--- src/rtl/bt_seq_alu.sv ---
// Sequential balanced-ternary ALU: single-cycle ADD/SUB/NEG and an N-cycle
// shift-add MUL, with valid/ready handshakes on the operand and result sides.
module bt_seq_alu #(
  parameter int N = 4
) (
  input  logic           clk,
  input  logic           rst,
  input  logic           in_valid,
  output logic           in_ready,
  input  logic [1:0]     op,
  input  logic [2*N-1:0] a,
  input  logic [2*N-1:0] b,
  output logic           out_valid,
  input  logic           out_ready,
  output logic [4*N-1:0] result,
  output logic           err
);

  localparam int RW = 4 * N;
  localparam int CW = $clog2(N);
  localparam logic [RW-1:0] ZERO = {(2 * N){2'b11}};

  typedef enum logic [1:0] {S_IDLE, S_CALC, S_DONE} state_t;
  typedef enum logic [1:0] {OP_ADD = 2'b00, OP_SUB = 2'b01, OP_MUL = 2'b10, OP_NEG = 2'b11} op_t;

  function automatic logic signed [2:0] trit_val(input logic [1:0] t);
    case (t)
      2'b01:   return -3'sd1;
      2'b10:   return 3'sd1;
      default: return 3'sd0;
    endcase
  endfunction

  // Returns {carry, sum} as trit codes for x + y + c.
  function automatic logic [3:0] bt_fa(input logic [1:0] x, input logic [1:0] y,
                                       input logic [1:0] c);
    logic signed [2:0] s;
    s = trit_val(x) + trit_val(y) + trit_val(c);
    case (s)
      -3'sd3:  return {2'b01, 2'b11};
      -3'sd2:  return {2'b01, 2'b10};
      -3'sd1:  return {2'b11, 2'b01};
      3'sd1:   return {2'b11, 2'b10};
      3'sd2:   return {2'b10, 2'b01};
      3'sd3:   return {2'b10, 2'b11};
      default: return {2'b11, 2'b11};
    endcase
  endfunction

  // 2N-trit ripple adder; the carry out of the top trit is dropped.
  function automatic logic [RW-1:0] bt_add(input logic [RW-1:0] x, input logic [RW-1:0] y);
    logic [RW-1:0] r;
    logic [1:0]    c;
    logic [3:0]    fa;
    r = ZERO;
    c = 2'b11;
    for (int k = 0; k < 2 * N; k++) begin
      fa         = bt_fa(x[2*k +: 2], y[2*k +: 2], c);
      r[2*k +: 2] = fa[1:0];
      c          = fa[3:2];
    end
    return r;
  endfunction

  function automatic logic [RW-1:0] bt_neg(input logic [RW-1:0] x);
    logic [RW-1:0] r;
    for (int k = 0; k < 2 * N; k++) r[2*k +: 2] = {x[2*k], x[2*k+1]};
    return r;
  endfunction

  function automatic logic [RW-1:0] bt_ext(input logic [2*N-1:0] v);
    return {{N{2'b11}}, v};
  endfunction

  function automatic logic has_illegal(input logic [2*N-1:0] v);
    logic bad;
    bad = 1'b0;
    for (int k = 0; k < N; k++) bad = bad | (v[2*k +: 2] == 2'b00);
    return bad;
  endfunction

  state_t         state_q, state_d;
  logic [RW-1:0]  result_q, result_d;
  logic           err_q, err_d;
  logic [RW-1:0]  acc_q, acc_d;
  logic [CW-1:0]  cnt_q, cnt_d;
  logic [2*N-1:0] a_q, a_d, b_q, b_d;

  logic [1:0]     b_trit;
  logic [RW-1:0]  a_ext, pp, pp_sh, acc_sum, op_res;
  logic           op_bad;

  assign in_ready  = (state_q == S_IDLE);
  assign out_valid = (state_q == S_DONE);
  assign result    = result_q;
  assign err       = err_q;

  // Multiplier datapath: select -a / 0 / +a, shift by cnt trits padding with zero trits.
  always_comb begin
    a_ext   = bt_ext(a_q);
    b_trit  = b_q[{cnt_q, 1'b0} +: 2];
    pp      = (b_trit == 2'b01) ? bt_neg(a_ext) : (b_trit == 2'b10) ? a_ext : ZERO;
    pp_sh   = (pp << {cnt_q, 1'b0}) | ~({RW{1'b1}} << {cnt_q, 1'b0});
    acc_sum = bt_add(acc_q, pp_sh);
  end

  always_comb begin
    op_bad = has_illegal(a) | ((op_t'(op) != OP_NEG) & has_illegal(b));
    case (op_t'(op))
      OP_ADD:  op_res = bt_add(bt_ext(a), bt_ext(b));
      OP_SUB:  op_res = bt_add(bt_ext(a), bt_neg(bt_ext(b)));
      OP_NEG:  op_res = bt_neg(bt_ext(a));
      default: op_res = ZERO;
    endcase
  end

  always_comb begin
    // NOTE: every next-state signal takes its held value first so no path leaves it unassigned (no latches).
    state_d  = state_q;
    result_d = result_q;
    err_d    = err_q;
    acc_d    = acc_q;
    cnt_d    = cnt_q;
    a_d      = a_q;
    b_d      = b_q;
    case (state_q)
      S_IDLE: begin
        if (in_valid) begin
          state_d = S_DONE;
          if (op_bad) begin
            result_d = ZERO;
            err_d    = 1'b1;
          end else if (op_t'(op) == OP_MUL) begin
            state_d  = S_CALC;
            a_d      = a;
            b_d      = b;
            acc_d    = ZERO;
            cnt_d    = '0;
            result_d = ZERO;
            err_d    = 1'b0;
          end else begin
            result_d = op_res;
            err_d    = 1'b0;
          end
        end
      end
      S_CALC: begin
        acc_d = acc_sum;
        cnt_d = cnt_q + 1'b1;
        if (cnt_q == CW'(N - 1)) begin
          state_d  = S_DONE;
          result_d = acc_sum;
        end
      end
      S_DONE: begin
        if (out_ready) state_d = S_IDLE;
      end
      default: state_d = S_IDLE;
    endcase
  end

  // NOTE: state updates use non-blocking assignments so every register samples pre-edge values.
  always_ff @(posedge clk) begin
    if (rst) begin
      state_q  <= S_IDLE;
      result_q <= ZERO;
      err_q    <= 1'b0;
      acc_q    <= ZERO;
      cnt_q    <= '0;
    end else begin
      state_q  <= state_d;
      result_q <= result_d;
      err_q    <= err_d;
      acc_q    <= acc_d;
      cnt_q    <= cnt_d;
    end
  end

  // NOTE: latched operands carry no reset; they are always loaded before CALC reads them.
  always_ff @(posedge clk) begin
    a_q <= a_d;
    b_q <= b_d;
  end

endmodule

--- config.mk ---
export PLATFORM = sky130hd
export DESIGN_NAME = bt_seq_alu
export DESIGN_NICKNAME = d
export VERILOG_FILES = /design/src/rtl/bt_seq_alu.sv
export SDC_FILE = /design/constraint.sdc
export NUM_CORES = 1
export LEC_CHECK = 0
export CELL_PAD_IN_SITES_DETAIL_PLACEMENT = 1
export CELL_PAD_IN_SITES_GLOBAL_PLACEMENT = 2
export CORE_ASPECT_RATIO = 1.25
export CORE_UTILIZATION = 38
export CTS_CLUSTER_SIZE = 25
export DETAILED_ROUTE_END_ITERATION = 10
export PLACE_DENSITY_LB_ADDON = 0.1
export SYNTH_ARGS = -nofsm -noshare
export SYNTH_HDL_FRONTEND = slang
export SYNTH_SLANG_ARGS = --single-unit
export TNS_END_PERCENT = 50
--- constraint.sdc ---
create_clock -name clk -period 17.19 [get_ports clk]
set_input_delay 5.157 -clock clk [delete_from_list [all_inputs] [get_ports clk]]
set_output_delay 5.157 -clock clk [all_outputs]
set_load 0.02 [all_outputs]
Word-level counts from Yosys, hierarchy flattened --
Cells that the tools add are included.
Word-level totals: register bits 53, latch bits 0, memory bits (writable) 0, ROM bits 0, bits of input ports 22, output and inout port bits 19, memories 0
Operators by class: add/sub/neg operators 42, $mul 0, divide/modulo/power cells 0, $lt $le $gt $ge 0, equality and inequality tests 256, shift operators 3, multiplexer cells 142, bitwise operators 11, reduce and logical (&&, ||, !) cells 16
Operator list (number):
- 4-bit case mux with 6 select lines | 21
- 3-bit case mux with 2 select lines | 49
- 3-bit == test, second input constant | 72
- 3-bit by 2-bit == test with 1-bit output, second input constant | 48
- 3-bit adder | 41
- 16-bit 2-to-1 mux | 7
- 2-bit == test, second input constant | 54
- 2-bit by 1-bit == test with 1-bit output, second input constant | 52
- 3-bit 2-to-1 mux | 32
- 3-bit by 1-bit == test with 1-bit output, second input constant | 24
- 16-bit case mux with 2 select lines | 2
- 4-bit 2-to-1 mux | 14
- 16-bit case mux with 3 select lines | 1
- 2-bit case mux with 6 select lines | 3
- 2-bit zero test | 10
- 2-bit 2-to-1 mux | 8
- 8-bit 2-to-1 mux | 2
- 16-bit inverter | 1
- 16-bit OR | 1
- 16-bit by 3-bit << shifter with 16-bit output | 1
- 16-bit by 3-bit << shifter with 16-bit output, first input constant | 1
- 2-bit inequality test, second input constant | 4
- 4-bit AND reduction | 2
- 8-bit by 4-bit variable part select with 2-bit output | 1
- 11 further kinds | 19

Logic depth before layout (Yosys ltp) --
word-level depth 61, mapped depth 67, gate-level depth less buffers 66

Worst setup path before layout --
No wires, ideal clock.
kind reg-to-reg, start register cnt_q[0], end register result_q[15] (netlist: result[15]), data arrival time 13.188 ns, data required time 17.070 ns, setup slack 3.882 ns, cell stages (with the launch flop) 63, clock period less this slack 13.308 ns, cell sequence dfxtp_1 > buf_4 > inv_4 > mux4_2 > o22ai_2 > o31ai_1 > ha_1 > inv_1 > ha_1 > fa_1 > xor2_1 > and2_1 > ha_1 > inv_1 > fa_1 > inv_1 > ha_1 > or2_2 > (+27 left out) > or2_2 > a21oi_1 > ha_1 > inv_1 > fa_1 > inv_1 > ha_1 > xor2_1 > xnor2_1 > nand2_1 > ha_1 > inv_1 > ha_1 > inv_1 > fa_1 > xor2_1 > or3_1 > a211o_1
On the way: longest elaborated chain between the ends 48, elaborated cells between the ends (all ways) 130, classes of those cells add/sub: 15; eq/ne: 82; shift: 3; mux: 27; bitwise: 2; reduce/logical: 1
Ends and longest elaborated chain:
- from (decl) | RTL line 86 | logic [CW-1:0] cnt_q, cnt_d;
- from (signal assigned) | RTL line 175 | cnt_q <= cnt_d;
- 8-bit by 4-bit variable part select with 2-bit output | RTL line 101 | b_trit = b_q[{cnt_q, 1'b0} +: 2];
- 2-bit == test | RTL line 102 | pp = (b_trit == 2'b01) ? bt_neg(a_ext) : (b_trit == 2'b10) ? a_ext : ZERO;
- 8-bit 2-to-1 mux (2 in a row) | RTL line 102
- 16-bit by 3-bit << shifter with 16-bit output | RTL line 103 | pp_sh = (pp << {cnt_q, 1'b0}) | ~({RW{1'b1}} << {cnt_q, 1'b0});
- 16-bit OR | RTL line 103
- 2-bit == test or 2-bit by 1-bit == test with 1-bit output (tied branches) | RTL line 27 | case (t)
- 3-bit case mux with 2 select lines | RTL line 27
- 3-bit adder | RTL line 38 | s = trit_val(x) + trit_val(y) + trit_val(c);
- (+31 left out)
- 4-bit case mux with 6 select lines | RTL line 39 | case (s)
- 2-bit == test or 2-bit by 1-bit == test with 1-bit output (tied branches) | RTL line 27
- 3-bit case mux with 2 select lines | RTL line 27
- 3-bit adder | RTL line 38
- 3-bit by 2-bit == test with 1-bit output, or another cell as far along | RTL line 39
- 2-bit case mux with 6 select lines | RTL line 39
- 16-bit 2-to-1 mux | RTL line 150 | if (cnt_q == CW'(N - 1)) begin
- 16-bit case mux with 2 select lines | RTL line 126 | case (state_q)
- to (signal assigned) | RTL line 172 | result_q <= result_d;
- to (decl) | RTL line 83 | logic [RW-1:0] result_q, result_d;
Several ways; a longest one is shown, not always the timed one. The select of a mux whose other input is x is not followed. A chain may end at the register's enable or synchronous reset.

Final worst setup path --
start register cnt_q[1], end register result_q[15] (netlist: result[15])
Same word-level chain as after synthesis.

==> metrics <==
Worst setup SP type=register; core area=13230 sq um; initial antenna violation count=0; Max Clock Freq=0.06999 GHz; Reg2Reg Capture Point=result[15]; number of placed cells counting well taps=740; post-route insts no fill=748; Post-CTS Setup Repair Bufs=0; number of sinks handled by clock tree synthesis=53; post-synthesis average cell area=9.465 sq um; combined area of all synthesized cells=5149 sq um; largest stage delay on the critical path=0.62 ns; number of global-route vias before repair=4200; number of endpoints failing setup at the final stage=0; FF-to-FF setup slack=2.90 ns; Yosys Warn Count=0; critical-path maximum fanout=15; reg2reg path depth=62; element type at the critical path end=register; ratio of cells with drive above 1 in the final layout=6.066%; static leakage=2.621 nW; slew margin rel.=16.39%; type of the tightest min-delay check=reg -> reg; Clock Pin Slew Worst Setup and Hold Paths=0.08 ns; number of placed I/O pins=41; kind of cell adding the most delay to the critical path=adder cells; routability congestion estimate from global placement=0.8114; remaining design rule violation count=0; total die area=14020 sq um; outcome=complete, no violations; placement row count=47; Antenna Violating Nets Remaining=0; Fin. Hold Viols=0; sequential fraction of the synthesis area=23.72%; synth-to-layout area growth=14.70%; pin count of the biggest net entering global routing=33; # Max-Cap Violations=0; total power density per cell area=143.1 nW/um^2; Synthesized Nets=661; largest vdd supply drop=263.0 uV; quantity of I/O buffers inserted on ports=40; H-tree levels=2; placed wire-length estimate after detailed placement=10.68 mm; drt total wl=12.98 mm; unique cell type count in the Yosys netlist=65; total clock buffers created by CTS=5; number of flip-flops and latches in the synthesized netlist=53; hold-critical path endpoint=result[1]; GRT Total Usage=19.76%; Antenna diodes=0; routed via count=3855; WP data required=17.39 ns; Post-Route Setup TNS=0 ns; post-cts resize count=0; effective utilization at floorplan=38.91%; Crit Reg-Reg Startpoint=cnt_q[1]; Clock Path Buffers=2; Starting DRT DRC Count=94; clock insertion delay at the later pin of the skew report=0.30 ns; standard cell with the maximum stage delay on the critical path=dfxtp_1; CTS tree=yes; die span in x=106.1 microns; clock root buffer master=clkbuf_16; number of cells on the worst hold path=1; routed length per instance=17.35 microns; grt total ovfl=0; count of hold-fix buffers inserted at cts=0; EDFF count, synth=16; via density per instance=5.154; final period utilization=83.11%; final-report max-slew violation count=0; fin crit period=14.29 ns; Async S/R FF share, synth=0%; nets=693; worst slew pin tran=1.247 ns; kind of critical path=reg -> reg; most used flip-flop cell after synthesis=dfxtp_1; height of the die=132.1 microns; Syn Inst Count=544; setup repair after global routing missed its margin=false; wire length of the first global-routing pass=21.39 mm; CP Data Arrival Time=14.48 ns; number of buffer and inverter instances along the worst setup path=16; setup skew after layout=0.006144 ns; first drt pass iteration count=4; Critical Path Source=cnt_q[1]; startpoint of the tightest hold check path=result[1]
[synthesized netlist by cell type (all sizes together) (6+ instances only)]
cell	number	area, sq um
a21oi	15	75.07
buf	7	37.54
clkbuf	11	41.29
dfxtp	37	740.7
edfxtp	16	480.5
fa	30	600.6
ha	65	813.3
inv	95	359.1
mux2i	19	190.2
nand2	37	138.9
nand2b	19	118.9
nand3	7	35.03
nor2	18	67.56
nor2b	6	37.54
nor3	8	45.04
o21ai	7	35.03
o22a	12	105.1
o22ai	11	81.32
or2	12	75.07
xnor2	19	166.4
xnor3	6	135.1
xor2	11	96.34
[registers in the layout, summed over array words and instances, names as in the netlist]
register and count:
acc_q 16, a_q 8, err 1, result 16, state_q 2, cnt_q 2
b_q 8
[worst register-to-register path, delay by kind of cell, from the launching register on]
kind	cells	cell delay, ns
mux	1	0.39
simple gates	8	2.00
compound gates	7	1.30
fa+ha+maj	24	7.53
xor+xnor	6	1.34
flops	1	0.62
buf+inv	16	1.06
[power breakdown]
part	leakage, nW	switching [mW]	internal [mW]	total (mW)
clock	0.0944	0.0512	0.0841	0.135
combinational	2.08	0.294	0.281	0.575
sequential	0.446	0.00235	0.132	0.134
total	2.62	0.347	0.498	0.845
[layout make-up]
class	instances	area (sq um)
clock inverter	3	68.82
inverter	96	362.8
fill	1527	7326
multi-input combinational	377	3491
timing repair buffer	43	422.9
clock buffer	5	125.1
sequential	53	1221
tap	171	214.0
[how the worst max path moves through the flow]
stage | endpoint | slack [ns] | cells past startpoint
after global placement | result[15] | 3.21 | 62
after CTS | result[15] | 2.83 | 62
after global routing | result[14] | 1.95 | 64
after detailed placement | result[15] | 2.81 | 62
final | result[15] | 2.90 | 62
after floorplan | result[15] | 3.88 | 62
[kinds of logic after synthesis]
kind of cell / synth area share [%]
multiplexers: 5.443
AND/OR/NAND/NOR: 12.81
buffers and inverters: 8.578
AO/OA/AOI/OAI: 13.34
flip-flops: 23.72
adder cells (fa/ha/maj): 27.46
XOR/XNOR: 8.651
[cell usage in the layout (no fill, tap or decap), drive strengths merged, types with 16 or more instances in the layout]
| master | Yosys | layout |
|---|---|---|
| nand2 | 37 | 37 |
| fa | 30 | 30 |
| nand2b | 19 | 19 |
| edfxtp | 16 | 16 |
| clkdlybuf4s50 | 0 | 40 |
| mux2i | 19 | 19 |
| dfxtp | 37 | 37 |
| ha | 65 | 65 |
| nor2 | 18 | 18 |
| xnor2 | 19 | 19 |
| inv | 95 | 96 |
[per-layer routing]
layer | track usage [%] | wire length [microns] | vias up
met1 | 22.82 | 5441 | 1914
met4 | 4.938 | 171 | 0
met3 | 1.681 | 183 | 9
met5 | 0 | 0 | -
li1 | - | - | 1903
met2 | 38.35 | 7182 | 29
[through the flow]
stage	utilization (%)	cell area [sq um]	power (mW)	worst slack (ns)	hold slack, ns
after floorplan	-	5149	0.5971	3.882	0.4582
after global placement	43.17	5712	0.7033	3.206	0.4474
after detailed placement	43.17	5712	0.7207	2.814	0.4542
after CTS	44.63	5906	0.8611	2.826	0.4798
after global routing	44.63	5906	0.9229	1.949	0.4894
final	44.63	5906	0.8449	2.903	0.4775
Power figures use the tool's default switching activity.
